**src/rtl/cia_interrupt_ctrl.sv**
```systemverilog
// CIA interrupt control register: latches NSRC sources, masks them and drives /IRQ.
// Optional priority vector outputs (vec, vec_valid) when CIA_IRQ_VECTOR_EN is defined.
module cia_interrupt_ctrl #(
   parameter int              NSRC      = 5,
   parameter int              SRC_DELAY = 1,
   parameter logic [NSRC-1:0] SRC_EDGE  = '0,
   parameter logic [3:0]      ICR_ADDR  = 4'hD
) (
   input  logic            clk,
   input  logic            res_n,
   input  logic            phi2_up,
   input  logic            phi2_dn,
   input  logic            rd,
   input  logic            we,
   input  logic [3:0]      addr,
   input  logic [7:0]      data,
   input  logic [NSRC-1:0] sources,
   output logic [7:0]      regs,
   output logic            irq_n
`ifdef CIA_IRQ_VECTOR_EN
  ,output logic [((NSRC > 1) ? $clog2(NSRC) : 1)-1:0] vec,
   output logic            vec_valid
`endif
);

   localparam int VW = (NSRC > 1) ? $clog2(NSRC) : 1;

   logic [NSRC-1:0] flags_q, flags_d, mask_q, mask_d, src_last_q;
   logic [NSRC-1:0] ev, ev_d, flags_next, pend;
   logic            ir_q, ir_d, rd_flags_q, rd_flags_d;
   logic            icr_sel;
   logic            unused_data;

   assign icr_sel     = (addr == ICR_ADDR);
   assign unused_data = ^data;

   // Edge-mode bits see only a rising transition since the previous phi2_up.
   assign ev = sources & ~(src_last_q & SRC_EDGE);

   generate
      if (SRC_DELAY == 0) begin : g_nodly
         assign ev_d = ev;
      end else begin : g_dly
         logic [NSRC-1:0] pipe_q [SRC_DELAY];
         for (genvar gi = 0; gi < SRC_DELAY; gi++) begin : g_stage
            if (gi == 0) begin : g_first
               always_ff @(posedge clk) begin
                  if (!res_n)       pipe_q[gi] <= '0;
                  else if (phi2_up) pipe_q[gi] <= ev;
               end
            end else begin : g_next
               always_ff @(posedge clk) begin
                  if (!res_n)       pipe_q[gi] <= '0;
                  else if (phi2_up) pipe_q[gi] <= pipe_q[gi-1];
               end
            end
         end
         assign ev_d = pipe_q[SRC_DELAY-1];
      end
   endgenerate

   // New events win over a coincident read clear.
   assign flags_next = ev_d | (flags_q & {NSRC{~rd_flags_q}});
   assign pend       = flags_next & mask_q;

   always_comb begin
      flags_d    = flags_q;
      mask_d     = mask_q;
      ir_d       = ir_q;
      rd_flags_d = rd_flags_q;
      if (phi2_up) begin
         flags_d    = flags_next;
         ir_d       = (|pend) | (ir_q & ~rd_flags_q);
         rd_flags_d = 1'b0;
      end
      if (phi2_dn) begin
         rd_flags_d = rd && icr_sel;
         if (we && icr_sel) begin
            if (data[7]) mask_d = mask_q | data[NSRC-1:0];
            else         mask_d = mask_q & ~data[NSRC-1:0];
         end
      end
   end

   always_ff @(posedge clk) begin
      if (!res_n) begin
         flags_q    <= '0;
         mask_q     <= '0;
         ir_q       <= 1'b0;
         rd_flags_q <= 1'b0;
         src_last_q <= '0;
      end else begin
         flags_q    <= flags_d;
         mask_q     <= mask_d;
         ir_q       <= ir_d;
         rd_flags_q <= rd_flags_d;
         if (phi2_up) src_last_q <= sources;
      end
   end

   always_comb begin
      regs            = 8'h00;
      regs[NSRC-1:0]  = flags_q;
      regs[7]         = ir_q;
   end

   assign irq_n = ~ir_q;

`ifdef CIA_IRQ_VECTOR_EN
   logic [VW-1:0] vec_q, vec_d;
   logic          vec_valid_q;

   // Descending scan so the lowest pending index is the last one written.
   always_comb begin
      vec_d = '0;
      for (int i = NSRC - 1; i >= 0; i--) begin
         if (pend[i]) vec_d = VW'(i);
      end
   end

   always_ff @(posedge clk) begin
      if (!res_n) begin
         vec_q       <= '0;
         vec_valid_q <= 1'b0;
      end else if (phi2_up) begin
         vec_q       <= vec_d;
         vec_valid_q <= |pend;
      end
   end

   assign vec       = vec_q;
   assign vec_valid = vec_valid_q;
`endif

endmodule

```
**config.mk**
```make
export PLATFORM = sky130hd
export DESIGN_NAME = cia_interrupt_ctrl
export DESIGN_NICKNAME = d
export VERILOG_FILES = /design/src/rtl/cia_interrupt_ctrl.sv
export SDC_FILE = /design/constraint.sdc
export NUM_CORES = 1
export LEC_CHECK = 0
export ABC_CLOCK_PERIOD_IN_PS = 1600
export BUFFER_PORTS_ARGS = -buffer_cell sky130_fd_sc_hd__buf_2
export CELL_PAD_IN_SITES_DETAIL_PLACEMENT = 1
export CELL_PAD_IN_SITES_GLOBAL_PLACEMENT = 2
export CORE_MARGIN = 5
export CORE_UTILIZATION = 26
export DETAILED_ROUTE_END_ITERATION = 10
export GPL_TIMING_DRIVEN = 1
export PLACE_DENSITY_LB_ADDON = 0.1
export SYNTH_ARGS = -nofsm -noshare
export SYNTH_HDL_FRONTEND = slang
export SYNTH_SLANG_ARGS = --single-unit
export TNS_END_PERCENT = 30
```
**constraint.sdc**
```tcl
create_clock -name clk -period 1.6 [get_ports clk]
set_clock_uncertainty 0.15 [all_clocks]
set_input_delay 0.24 -clock clk [delete_from_list [all_inputs] [get_ports clk]]
set_output_delay 0.24 -clock clk [all_outputs]
set_load 0.005 [all_outputs]
```
* After elaboration in Yosys (flattened, before gate mapping)
Memories as Yosys holds them, arrays and structs flattened. Cells that the tools add are included.
Word-level totals: RAM bits 5, memories 1, output and inout port bits 9, flip-flop bits (word level) 12
Memories:
- g_dly.pipe_q | depth 1, bits a word 5, read ports 1, clocked after memory_dff 0, wr ports 1, line 44 | logic [NSRC-1:0] pipe_q [SRC_DELAY];
Cells by class: bitwise logic cells 10, eq/ne operators 1, reductions and logical operators 6, multiplexer cells 9
Operators by type and width (number):
- bitwise AND 5 bit | 3
- 2-to-1 mux 5 bit | 2
- bitwise OR 5 bit | 2
- OR reduction 5 bit | 2
- 2-to-1 mux 1 bit | 7
- NOT 5 bit | 1
- == test 4 bit (second input constant) | 1
- logical AND 1 bit | 2
- NOT 1 bit | 2
- AND reduction 2 bit | 1
- nonzero test 2 bit | 1
- bitwise AND 1 bit | 1
- bitwise OR 1 bit | 1

* Logic depth before layout (Yosys ltp)
Gate-level depths: netlist (run 1).
word-level depth 6, gate-level depth with buffers 4, gate-level depth less buffers 4

* Worst setup path before layout (run 1)
OpenSTA, ideal clock, no wires.
path kind flip-flop to flip-flop, start point register rd_flags_q, end point register ir_q, stages on the path, launching flop included 5, path slack 0.458 ns, required time 1.331 ns, arrival 0.873 ns, library setup time 0.119 ns, cell sequence dfxtp_1 > nor2b_1 > o21ai_1 > o2111ai_1 > o221a_1
On the way: word-level cells in the longest chain between the ends 6, elaborated cells on any way between the ends 7, those cells by class bitwise (6); reduce/logical (1)
Ends and longest elaborated chain:
- from (decl) | line 30 | logic ir_q, ir_d, rd_flags_q, rd_flags_d;
- from (signal assigned) | line 96 | rd_flags_q <= rd_flags_d;
- NOT 1 bit * | line 63, 73
- bitwise AND 5 bit | line 63 | assign flags_next = ev_d | (flags_q & {NSRC{~rd_flags_q}});
- bitwise OR 5 bit | line 63
- bitwise AND 5 bit | line 64 | assign pend = flags_next & mask_q;
- OR reduction 5 bit | line 73 | ir_d = (|pend) | (ir_q & ~rd_flags_q);
- bitwise OR 1 bit * | line 73
- to (signal assigned) | line 95 | ir_q <= ir_d;
- to (decl) | line 30
Every way passes the cells marked *; elsewhere a longest branch is shown, timed or not. A chain may end at the register's enable or synchronous reset.

* Final worst setup path (run 1)
Ends and elaborated chain as after synthesis.

==> results.md, run 1 <==
* Bufs on Longest Clock Path at 2
* Total power draw at 0.0007934 W
* Max_cap viols at 0
* CP max FO at 7
* Row count at 19
* IO Count at 32
* Global-route wire length before repair at 2884 um
* Post-Syn Area at 758.2 um^2
* Core Box Area at 0.002781 mm^2
* Cells after DPL at 130
* Detail Route Antenna Nets at 0
* First-pass iteration count of the detailed router at 4
* Leakage power at 0.4296 nW
* Final Max Slew Viols at 0
* Post-CTS sizing at 0
* Hold Slack at 0.05202 ns
* Critical Path Source Type: flop
* Die Area at 0.004096 mm^2
* Syn Area/Cell at 9.847 um^2
* Final non-filler cell total at 134
* Final Setup Violations at 0
* Netlist cell types at 22
* Worst setup EP type: flop
* Tcrit/Tclk final at 0.8132
* Fraction of registers with async set or reset after synthesis at 0
* CTS clk-pin slew, worst paths at 0.10 ns
* Synthesized flop and latch total at 17
* WS Path Type: flop to flop
* # DRC at 0
* Nets@finish at 127
* Hold WC Path Type: primary input to flop
* Placed wire-length estimate at 1362 um
* Clk Latency, worst-skew pair at 0.28 ns
* Number of port buffers at 27
* Critical Path RT at 1.64 ns
* Clk sinks at 17
* Status: complete, no violations
* Mapped Cells at 77
* Layout cells sized above 1 at 0.3107
* Initial antenna violation count at 0
* Die span in x at 64 um
* Vias at 646
* Synth warn at 0
* RSZ-0062 raised after global routing: no
* PwrDens at 856.9 mW/mm^2
* Vias in the first global route at 648
* Peak VDD IR at 0.5859 mV
* Final Hold Violating Endpoints at 0
* GPL Wtd Cong at 0.6538
* Drt initial violations at 27
* Post-CTS setup buffers at 0
* Initial Utilization at 0.2726
* H-Tree Depth at 1
* Number of synthesized flops with an enable pin at 5
* FF+latch area at 390.4 um^2
* Multi-input logic area at 330.3 um^2
* Total CTS buffers at 3
* Dpl cell area at 898.4 um^2
* Setup TNS at 0 ns
* DR WL/cell at 12.97 um
* Peak Freq at 768.6 MHz
* Hold_buf cts at 0
* Worst EP arrival at 1.34 ns
* Via density per instance at 4.821
* Routed wire length at 1738 um
* Die height at 64 um
* Ys flop type: dfxtp_1
* Design Area, Final at 925.9 um^2
* Minimum clock period at 1.301 ns
* P&R area growth vs syn at 22.11%
* Filler cell count at 334
* Largest net degree at the start of global routing at 20
* Gr usage total at 0.08910
* Post-synthesis sequential area ratio at 0.5149
* Root Buffer: clkbuf_4
* Overflow after GRT at 0
* CTS tree: done
* Antenna diodes at 0
[path summary, 6_finish.rpt]
kind	startpoint	endpoint	slack, ns	cells past startpoint
setup / recovery	rd_flags_q	ir_q	0.30	4
hold / removal	rd	rd_flags_q	0.05	3
setup reg to reg	rd_flags_q	ir_q	0.30	4
hold reg to reg	flop	flop	0.32	2
[metal layers]
metal,part of all wire,global-route usage,up-vias
met3,0.066,0.03678,2
li1,-,-,321
met2,0.49,0.1495,16
met4,0.0063,0.03117,0
met1,0.43,0.1012,307
met5,0,0,-
[per-stage QoR]
step / utilization / setup WS, ns
2_1_floorplan: - / 0.4580
3_3_place_gp: 0.3230 / 0.3170
3_5_place_dp: 0.3230 / 0.2998
4_1_cts: 0.3329 / 0.2957
5_1_grt: 0.3329 / 0.2211
6_report: 0.3329 / 0.2989
[worst max-delay path: stages (launching register included)]
cell,delay [ns]
dfxtp_1,0.47
nor2b_1,0.08
o21ai_1,0.15
o2111ai_1,0.13
o221a_1,0.24
[layout by cell type, fill, tap and decap left out, drive strengths merged, types with 2 or more instances in the layout]
| cell type | synthesis | layout |
|---|---|---|
| o21ai | 4 | 4 |
| nand2 | 9 | 9 |
| dfxtp | 12 | 12 |
| edfxtp | 5 | 5 |
| buf | 5 | 27 |
| nor2b | 10 | 10 |
| a22oi | 5 | 5 |
| nand3 | 6 | 6 |
| a21oi | 2 | 2 |
| clkbuf | 1 | 3 |
| and3 | 5 | 5 |
| conb | 1 | 2 |
| mux2i | 5 | 5 |
[report_power, final]
group,internal [W],switching [W]
sequential,0.000465,0.0000144
combinational,0.0000464,0.0000404
clock,0.0000929,0.000134
total,0.000605,0.000189
[synthesized netlist by cell type (2+ instances only)]
library cell / instances / share of area
buf_2: 2 / 0.013
o21ai_1: 3 / 0.020
buf_4: 3 / 0.030
a21oi_1: 2 / 0.013
a22oi_1: 5 / 0.050
dfxtp_1: 12 / 0.32
nor2b_1: 10 / 0.083
nand3_1: 6 / 0.040
edfxtp_1: 5 / 0.20
nand2_1: 9 / 0.045
mux2i_1: 5 / 0.066
and3_1: 5 / 0.041
[logic make-up (layout without fill, tap and decap cells)]
family                 count (synthesis)  after routing  synth area share
buffers and inverters                  7             32           0.05444
other                                  1              2          0.004946
AND/OR/NAND/NOR                       34             34            0.2442
flip-flops                            17             17            0.5148
AO/OA/AOI/OAI                         13             13            0.1155
multiplexers                           5              5           0.06601
[layout make-up]
type,instances,area share
Clock buffer,3,0.02432
Sequential cell,17,0.4216
Tap cell,31,0.04189
Clock inverter,1,0.005405
Timing Repair Buffer,27,0.1459
Inverter,1,0.004054
Multi-Input combinational cell,54,0.3568
Power figures use the tool's default switching activity.
==> inputs of run 2 (changes only) <==
--- a/config.mk
+++ b/config.mk
@@ -5,12 +5,13 @@
 export SDC_FILE = /design/constraint.sdc
 export NUM_CORES = 1
 export LEC_CHECK = 0
-export ABC_CLOCK_PERIOD_IN_PS = 1600
+export ABC_AREA = 1
+export ABC_CLOCK_PERIOD_IN_PS = 1200
 export BUFFER_PORTS_ARGS = -buffer_cell sky130_fd_sc_hd__buf_2
 export CELL_PAD_IN_SITES_DETAIL_PLACEMENT = 1
 export CELL_PAD_IN_SITES_GLOBAL_PLACEMENT = 2
 export CORE_MARGIN = 5
-export CORE_UTILIZATION = 26
+export CORE_UTILIZATION = 25
 export DETAILED_ROUTE_END_ITERATION = 10
 export GPL_TIMING_DRIVEN = 1
 export PLACE_DENSITY_LB_ADDON = 0.1
==> constraint.sdc (replaced) <==
create_clock -name clk -period 1.2 [get_ports clk]
set_clock_uncertainty 0.15 [all_clocks]
set_input_delay 0.18 -clock clk [delete_from_list [all_inputs] [get_ports clk]]
set_output_delay 0.18 -clock clk [all_outputs]
set_load 0.005 [all_outputs]
==> results.md, run 2 <==
* Status: complete, no violations
* Final Hold Violating Endpoints at 0 (unchanged)
* First-pass iteration count of the detailed router at 4 (unchanged)
* Nets@finish at 160 (+26%)
* Critical path startpoint: ir_q
* Critical Path RT at 0.87 ns (-0.77 ns)
* Vias at 768 (+19%)
* Placed wire-length estimate at 1590 um (+17%)
* Post-Synth Simple-Gate Area at 0.2743 (+0.03007)
* Synthesized flop and latch total at 17 (unchanged)
* Critical path destination: irq_n
* Initial antenna violation count at 0 (unchanged)
* Worst r2r src: rd_flags_q
* R2r endpoint: ir_q
* Root Buffer: clkbuf_4
* Drt initial violations at 7 (-74%)
* Die Area at 0.004423 mm^2 (+8.0%)
* Detail Route Antenna Nets at 0 (unchanged)
* Setup TNS at 0 ns (unchanged)
* Leading cell type in the layout, fill and taps excluded: buf_2
* Number of port buffers at 27 (unchanged)
* Peak VDD IR at 0.5089 mV (-13%)
* Peak Freq at 876.8 MHz
* Met3 Usage GRT at 0.04216 (+0.005381)
* CP max FO at 3 (-4)
* Post-synthesis mux area share at 0 (-0.06601)
* Critical Path Source Type: flop
* Synth area leaders: dfxtp_1 30%, edfxtp_1 19%, nand2_1 14%
* Total CTS buffers at 3 (unchanged)
* RSZ-0062 raised after global routing: yes
* Ys flop type: dfxtp_1
* Clk sinks at 17 (unchanged)
* FF-to-FF path depth at 7 (+3)
* Filler cell count at 401 (+20%)
* Post-Syn Area at 798.3 um^2 (+5.3%)
* Fraction of registers with async set or reset after synthesis at 0 (unchanged)
* Flop pwr share at 0.574 (-0.031)
* Mapped Cells at 104 (+35%)
* Syn Area/Cell at 7.676 um^2 (-22%)
* Row count at 20 (+1)
* Initial Utilization at 0.2615 (-0.01113)
* Final Setup Violations at 0 (unchanged)
* WS Path Type: flop to output pin
* Clock Power Share at 0.288 (+0.002)
* Met2 Resource Use GR at 0.1636 (+0.01407)
* Net Sw Frac at 0.2609 (+0.02307)
* Die height at 66.51 um (+3.9%)
* GPL Wtd Cong at 0.6729 (+2.9%)
* Leakage power at 0.4825 nW (+12%)
* PwrDens at 1045 mW/mm^2 (+22%)
* Comb pwr share at 0.138 (+0.029)
* Overflow after GRT at 0 (unchanged)
* Largest area contributor in the netlist: dfxtp_1
* Int Power at 0.0008071 W (+33%)
* Commonest non-fill, non-tap cells in the layout: 27 x buf_2, 26 x nand2_1, 12 x inv_1
* Cells after DPL at 173 (+33%)
* Count leader, synth: nand2_1
* Global-route wire length before repair at 3222 um (+12%)
* Synth Area in Compound Gates at 0.1066 (-0.008928)
* Core Box Area at 0.003053 mm^2 (+9.8%)
* Layout cells sized above 1 at 0.3382 (+0.02756)
* Design Area, Final at 0.001045 mm^2 (+13%)
* Antenna diodes at 0 (unchanged)
* IO Count at 32 (unchanged)
* # DRC at 0 (unchanged)
* GRT met1 Usage at 0.1088 (+0.007645)
* Synth Area in XOR/XNOR at 0 (unchanged)
* Clk Latency, worst-skew pair at 0.29 ns (about the same)
* CTS tree: done
* Top cells by count, synth: 29 x nand2_1, 12 x dfxtp_1, 12 x inv_1, 9 x a21oi_1, 8 x nand3_1
* Gr usage total at 0.09683 (+0.007733)
* Bufs on Longest Clock Path at 2 (unchanged)
* Max_cap viols at 0 (unchanged)
* Worst EP arrival at 0.81 ns (-0.53 ns)
* GRT busiest layer: met2
* Hold Slack at 0.009566 ns (-0.04245 ns)
* Tcrit/Tclk final at 0.9505
* Switching pwr at 0.0002849 W (+51%)
* H-Tree Depth at 1 (unchanged)
* Hold WC Path Type: primary input to flop
* Vias in the first global route at 758 (+17%)
* Die span in x at 66.51 um (+3.9%)
* Dpl cell area at 970.9 um^2 (+8.1%)
* Synth top area share at 0.3009 (-0.01589)
* Post-synthesis sequential area ratio at 0.4890 (-0.02582)
* Via density per instance at 4.267 (-11%)
* Netlist cell types at 18 (-18%)
* Minimum clock period at 1.141 ns
* Synth warn at 0 (unchanged)
* Largest family of logic cells by synthesized area: simple AND/OR/NAND/NOR gates
* Final non-filler cell total at 180 (+34%)
* Worst setup EP type: output pin
* Final Max Slew Viols at 0 (unchanged)
* Largest net degree at the start of global routing at 12 (-40%)
* Number of synthesized flops with an enable pin at 5 (unchanged)
* CTS clk-pin slew, worst paths at 0.11 ns (about the same)
* DR WL/cell at 10.99 um (-15%)
* Post-Synth Adder-Cell Area at 0 (unchanged)
* Routed wire length at 1978 um (+14%)
* R2r setup slk at 0.07 ns (-0.23 ns)
* P&R area growth vs syn at 30.88%
* Fin util at 0.3422 (+0.009330)
## run 2: cell count changes after synthesis, sizes merged, moves of 2 or more
cell and change:
a21oi +7, nand2 +20, a22oi -5, mux2i -5, nand3 +3, nor2 +6, o21ai -2, inv +14
nor2b -10, o21bai +3, and3 -5, nand4 +5
## run 2: cell families (layout without fill, tap and decap cells)
logic type,after synthesis,after routing
compound gates,15,15
buf+inv,21,52
flops,17,17
other cells,1,2
simple gates,50,50
## run 2: area by class of cell
class	count	area, um^2	share of cell area
clock inverters	1	5.005	0.004790
clock buffers	3	22.52	0.02156
multi-input cells	67	322.8	0.3090
repair buffers	33	185.2	0.1772
inverters	15	58.81	0.05629
flip-flops and latches	17	395.4	0.3784
well taps	44	55.05	0.05269
## run 2: metal layers
metal | wire length (um) | vias to the layer above
met4 | 18 | 0
met3 | 157 | 2
met2 | 937 | 21
li1 | - | 393
met1 | 864 | 352
met5 | 0 | -
## run 2: power groups by stage
stage	clock network, W	registers [W]	logic (W)
2_1_floorplan	0	0.000642	0.0000732
3_3_place_gp	0	0.000642	0.000141
3_5_place_dp	0	0.000642	0.000143
4_1_cts	0.000331	0.000629	0.000149
5_1_grt	0.000356	0.000631	0.000172
6_report	0.000315	0.000627	0.000150
## run 2: metrics by stage
stage | power [W] | setup WS, ns
floorplan | 0.0007150 | 0.1558
CTS | 0.001109 | 0.03928
global placement | 0.0007825 | 0.03696
finish | 0.001092 | 0.05943
global route | 0.001159 | -0.009855
detailed placement | 0.0007857 | -0.006885
## run 2: worst min-delay path by stage
stage | startpoint | end | slack (ns) | cells after the start
finish | data[3] | flop | 0.01 | 3
global route | data[4] | flop | 0.01 | 3
CTS | data[3] | flop | 0.002 | 3
detailed placement | rd | rd_flags_q | 0.30 | 3
global placement | rd | rd_flags_q | 0.30 | 3
floorplan | rd | rd_flags_q | 0.17 | 2
## run 2: worst max-delay path, stage by stage (launching register included)
cell and delay, ns:
dfxtp_2 0.36, inv_1 0.04, buf_2 0.11
## run 2: what timing repair did
item | 4_1_cts | 5_1_grt
gates resized for setup | 2 | 6
buffers inserted | 0 | 1
endpoints found under the hold margin | 1 | 0
setup endpoints to repair | 2 | 1
pin swaps | 0 | 4
hold buffers | 2 | 0
==> inputs of run 3 (changes only) <==
--- a/config.mk
+++ b/config.mk
@@ -8,7 +8,7 @@
 export ABC_AREA = 1
 export ABC_CLOCK_PERIOD_IN_PS = 1200
 export BUFFER_PORTS_ARGS = -buffer_cell sky130_fd_sc_hd__buf_2
-export CELL_PAD_IN_SITES_DETAIL_PLACEMENT = 1
+export CELL_PAD_IN_SITES_DETAIL_PLACEMENT = 2
 export CELL_PAD_IN_SITES_GLOBAL_PLACEMENT = 2
 export CORE_MARGIN = 5
 export CORE_UTILIZATION = 25
==> constraint.sdc (replaced) <==
create_clock -name clk -period 1.2 [get_ports clk]
set_clock_uncertainty 0.15 [all_clocks]
set_input_delay 0.18 -clock clk [delete_from_list [all_inputs] [get_ports clk]]
set_output_delay 0.18 -clock clk [all_outputs]
set_load 0.02 [all_outputs]
==> results.md, run 3 (synthesis results as in run 2) <==
* Detail Route Antenna Nets at 0 (unchanged)
* Via density per instance at 4.449 (+4.3%)
* Met3 Usage GRT at 0.04047 (-0.001686)
* Overflow after GRT at 0 (unchanged)
* Largest net degree at the start of global routing at 12 (unchanged)
* Gr usage total at 0.1057 (+0.008915)
* Minimum clock period at 1.157 ns (+0.01614 ns)
* Crit-path cells: inv_1 -> buf_2
* GRT met1 Usage at 0.1205 (+0.01166)
* Root Buffer: clkbuf_4
* Crit-path max cell delay at 0.36 ns (about the same)
* Die height at 66.51 um (unchanged)
* GPL Wtd Cong at 0.6729 (unchanged)
* Die span in x at 66.51 um (unchanged)
* GRT busiest layer: met2
* RSZ-0062 raised after global routing: yes
* Routed wire length at 2176 um (+10%)
* PwrDens at 1083 mW/mm^2 (+3.6%)
* CP max stage cell: dfxtp_2
* Worst setup EP type: output pin
* Peak VDD IR at 0.4557 mV (-10%)
* Leading cell type in the layout, fill and taps excluded: nand2_1
* FF+latch area at 397.9 um^2 (+0.63%)
* Row count at 20 (unchanged)
* Worst EP arrival at 0.83 ns (+0.02 ns)
* Status: complete, no violations
* WS Path Type: flop to output pin
* Hold WC Path Type: primary input to flop
* Leakage power at 0.4671 nW (-3.2%)
* Critical Path Source Type: flop
* Tcrit/Tclk final at 0.9639 (+0.01345)
* H-Tree Depth at 1 (unchanged)
* Antenna diodes at 0 (unchanged)
* Nets@finish at 158 (-1.3%)
* CTS clk-pin slew, worst paths at 0.10 ns (about the same)
* Placed wire-length estimate at 1771 um (+11%)
* Commonest non-fill, non-tap cells in the layout: 29 x nand2_1, 26 x buf_2, 12 x inv_1
* Cells after DPL at 173 (unchanged)
* Vias at 792 (+3.1%)
* IO Count at 32 (unchanged)
* Drt initial violations at 26 (+19)
* Core Box Area at 0.003053 mm^2 (unchanged)
* Bufs on Longest Clock Path at 2 (unchanged)
* Total CTS buffers at 3 (unchanged)
* Final Setup Violations at 0 (unchanged)
* Peak Freq at 864.5 MHz (-1.4%)
* Delay-heaviest family, CP: flip-flops
* Max_cap viols at 0 (unchanged)
* Die Area at 0.004423 mm^2 (unchanged)
* Initial antenna violation count at 0 (unchanged)
* CP max FO at 3 (unchanged)
* First-pass iteration count of the detailed router at 2 (-2)
* Vias in the first global route at 805 (+6.2%)
* Clk Latency, worst-skew pair at 0.28 ns (about the same)
* DR WL/cell at 12.22 um (+11%)
* Crit path buf inv count at 2 (unchanged)
* Initial Utilization at 0.2615 (unchanged)
* # DRC at 0 (unchanged)
* Critical Path RT at 0.87 ns (about the same)
* Setup TNS at 0 ns (unchanged)
* Multi-input logic area at 311.5 um^2 (-3.5%)
* Final Max Slew Viols at 0 (unchanged)
* Hold Slack at 0.002989 ns (-0.006577 ns)
* P&R area growth vs syn at 27.43%
* Number of port buffers at 27 (unchanged)
* Final non-filler cell total at 178 (-1.1%)
* CTS tree: done
* Final Hold Violating Endpoints at 0 (unchanged)
* Total power draw at 0.001101 W (+0.87%)
* Layout cells sized above 1 at 0.3134 (-0.02480)
* Met2 Resource Use GR at 0.1859 (+0.02230)
* Global-route wire length before repair at 3463 um (+7.5%)
* Fin util at 0.3332 (-0.009016)
* Filler cell count at 379 (-5.5%)
* Clk sinks at 17 (unchanged)
-- run 3: changes by cell type in the layout (fill, tap and decap cells not counted), moves of 2 or more --
cell and change:
nand2_2 -3, dfxtp_1 -2, nand2_1 +3, dfxtp_2 +2
-- run 3: path summary, 6_finish.rpt --
path,start,slack (ns),cells past startpoint,to
max reg2reg,rd_flags_q,0.07,7,ir_q
min reg2reg,flop,0.32,2,flop
max,ir_q,0.04,2,irq_n
min,phi2_dn,0.003,4,rd_flags_q
-- run 3: final cells by class --
| cell class | instances | area share |
|---|---|---|
| Sequential cell | 17 | 0.3911 |
| Multi-Input combinational cell | 67 | 0.3063 |
| Timing Repair Buffer | 31 | 0.1673 |
| Inverter | 15 | 0.05535 |
| Tap cell | 44 | 0.05412 |
| Clock buffer | 4 | 0.02583 |
-- run 3: metrics by stage --
stage	area [um^2]	setup slack (ns)
after floorplan	802.0	0.1275
after global placement	970.9	0.03696
after detailed placement	970.9	-0.009785
after CTS	1008	-0.02086
after global routing	1017	-0.02761
final	1017	0.04329
-- run 3: timing repair --
item                       4_1_cts  5_1_grt
hold endpoints to repair         1        0
hold buffers                     1        0
setup buffers                    0        0
gates resized for setup          1        5
setup endpoints to repair        2        6
gates cloned                     0        0
-- run 3: where the power goes --
| group | switching [W] | internal, W |
|---|---|---|
| sequential | 0.0000115 | 0.000617 |
| combinational | 0.000102 | 0.0000635 |
| clock | 0.000179 | 0.000129 |
| total | 0.000292 | 0.000809 |
-- run 3: routing by layer --
metal,wire length [um],vias to the layer above
li1,-,393
met1,930,377
met2,1076,20
met3,151,2
met4,18,0
met5,0,-
-- run 3: worst register-to-register path, stage by stage (launching register included) --
cell      delay, ns
dfxtp_4        0.38
inv_2          0.06
nand2_1        0.05
nand2_1        0.07
nand2_1        0.06
nand3_1        0.07
o21bai_1       0.12
nand2_1        0.06
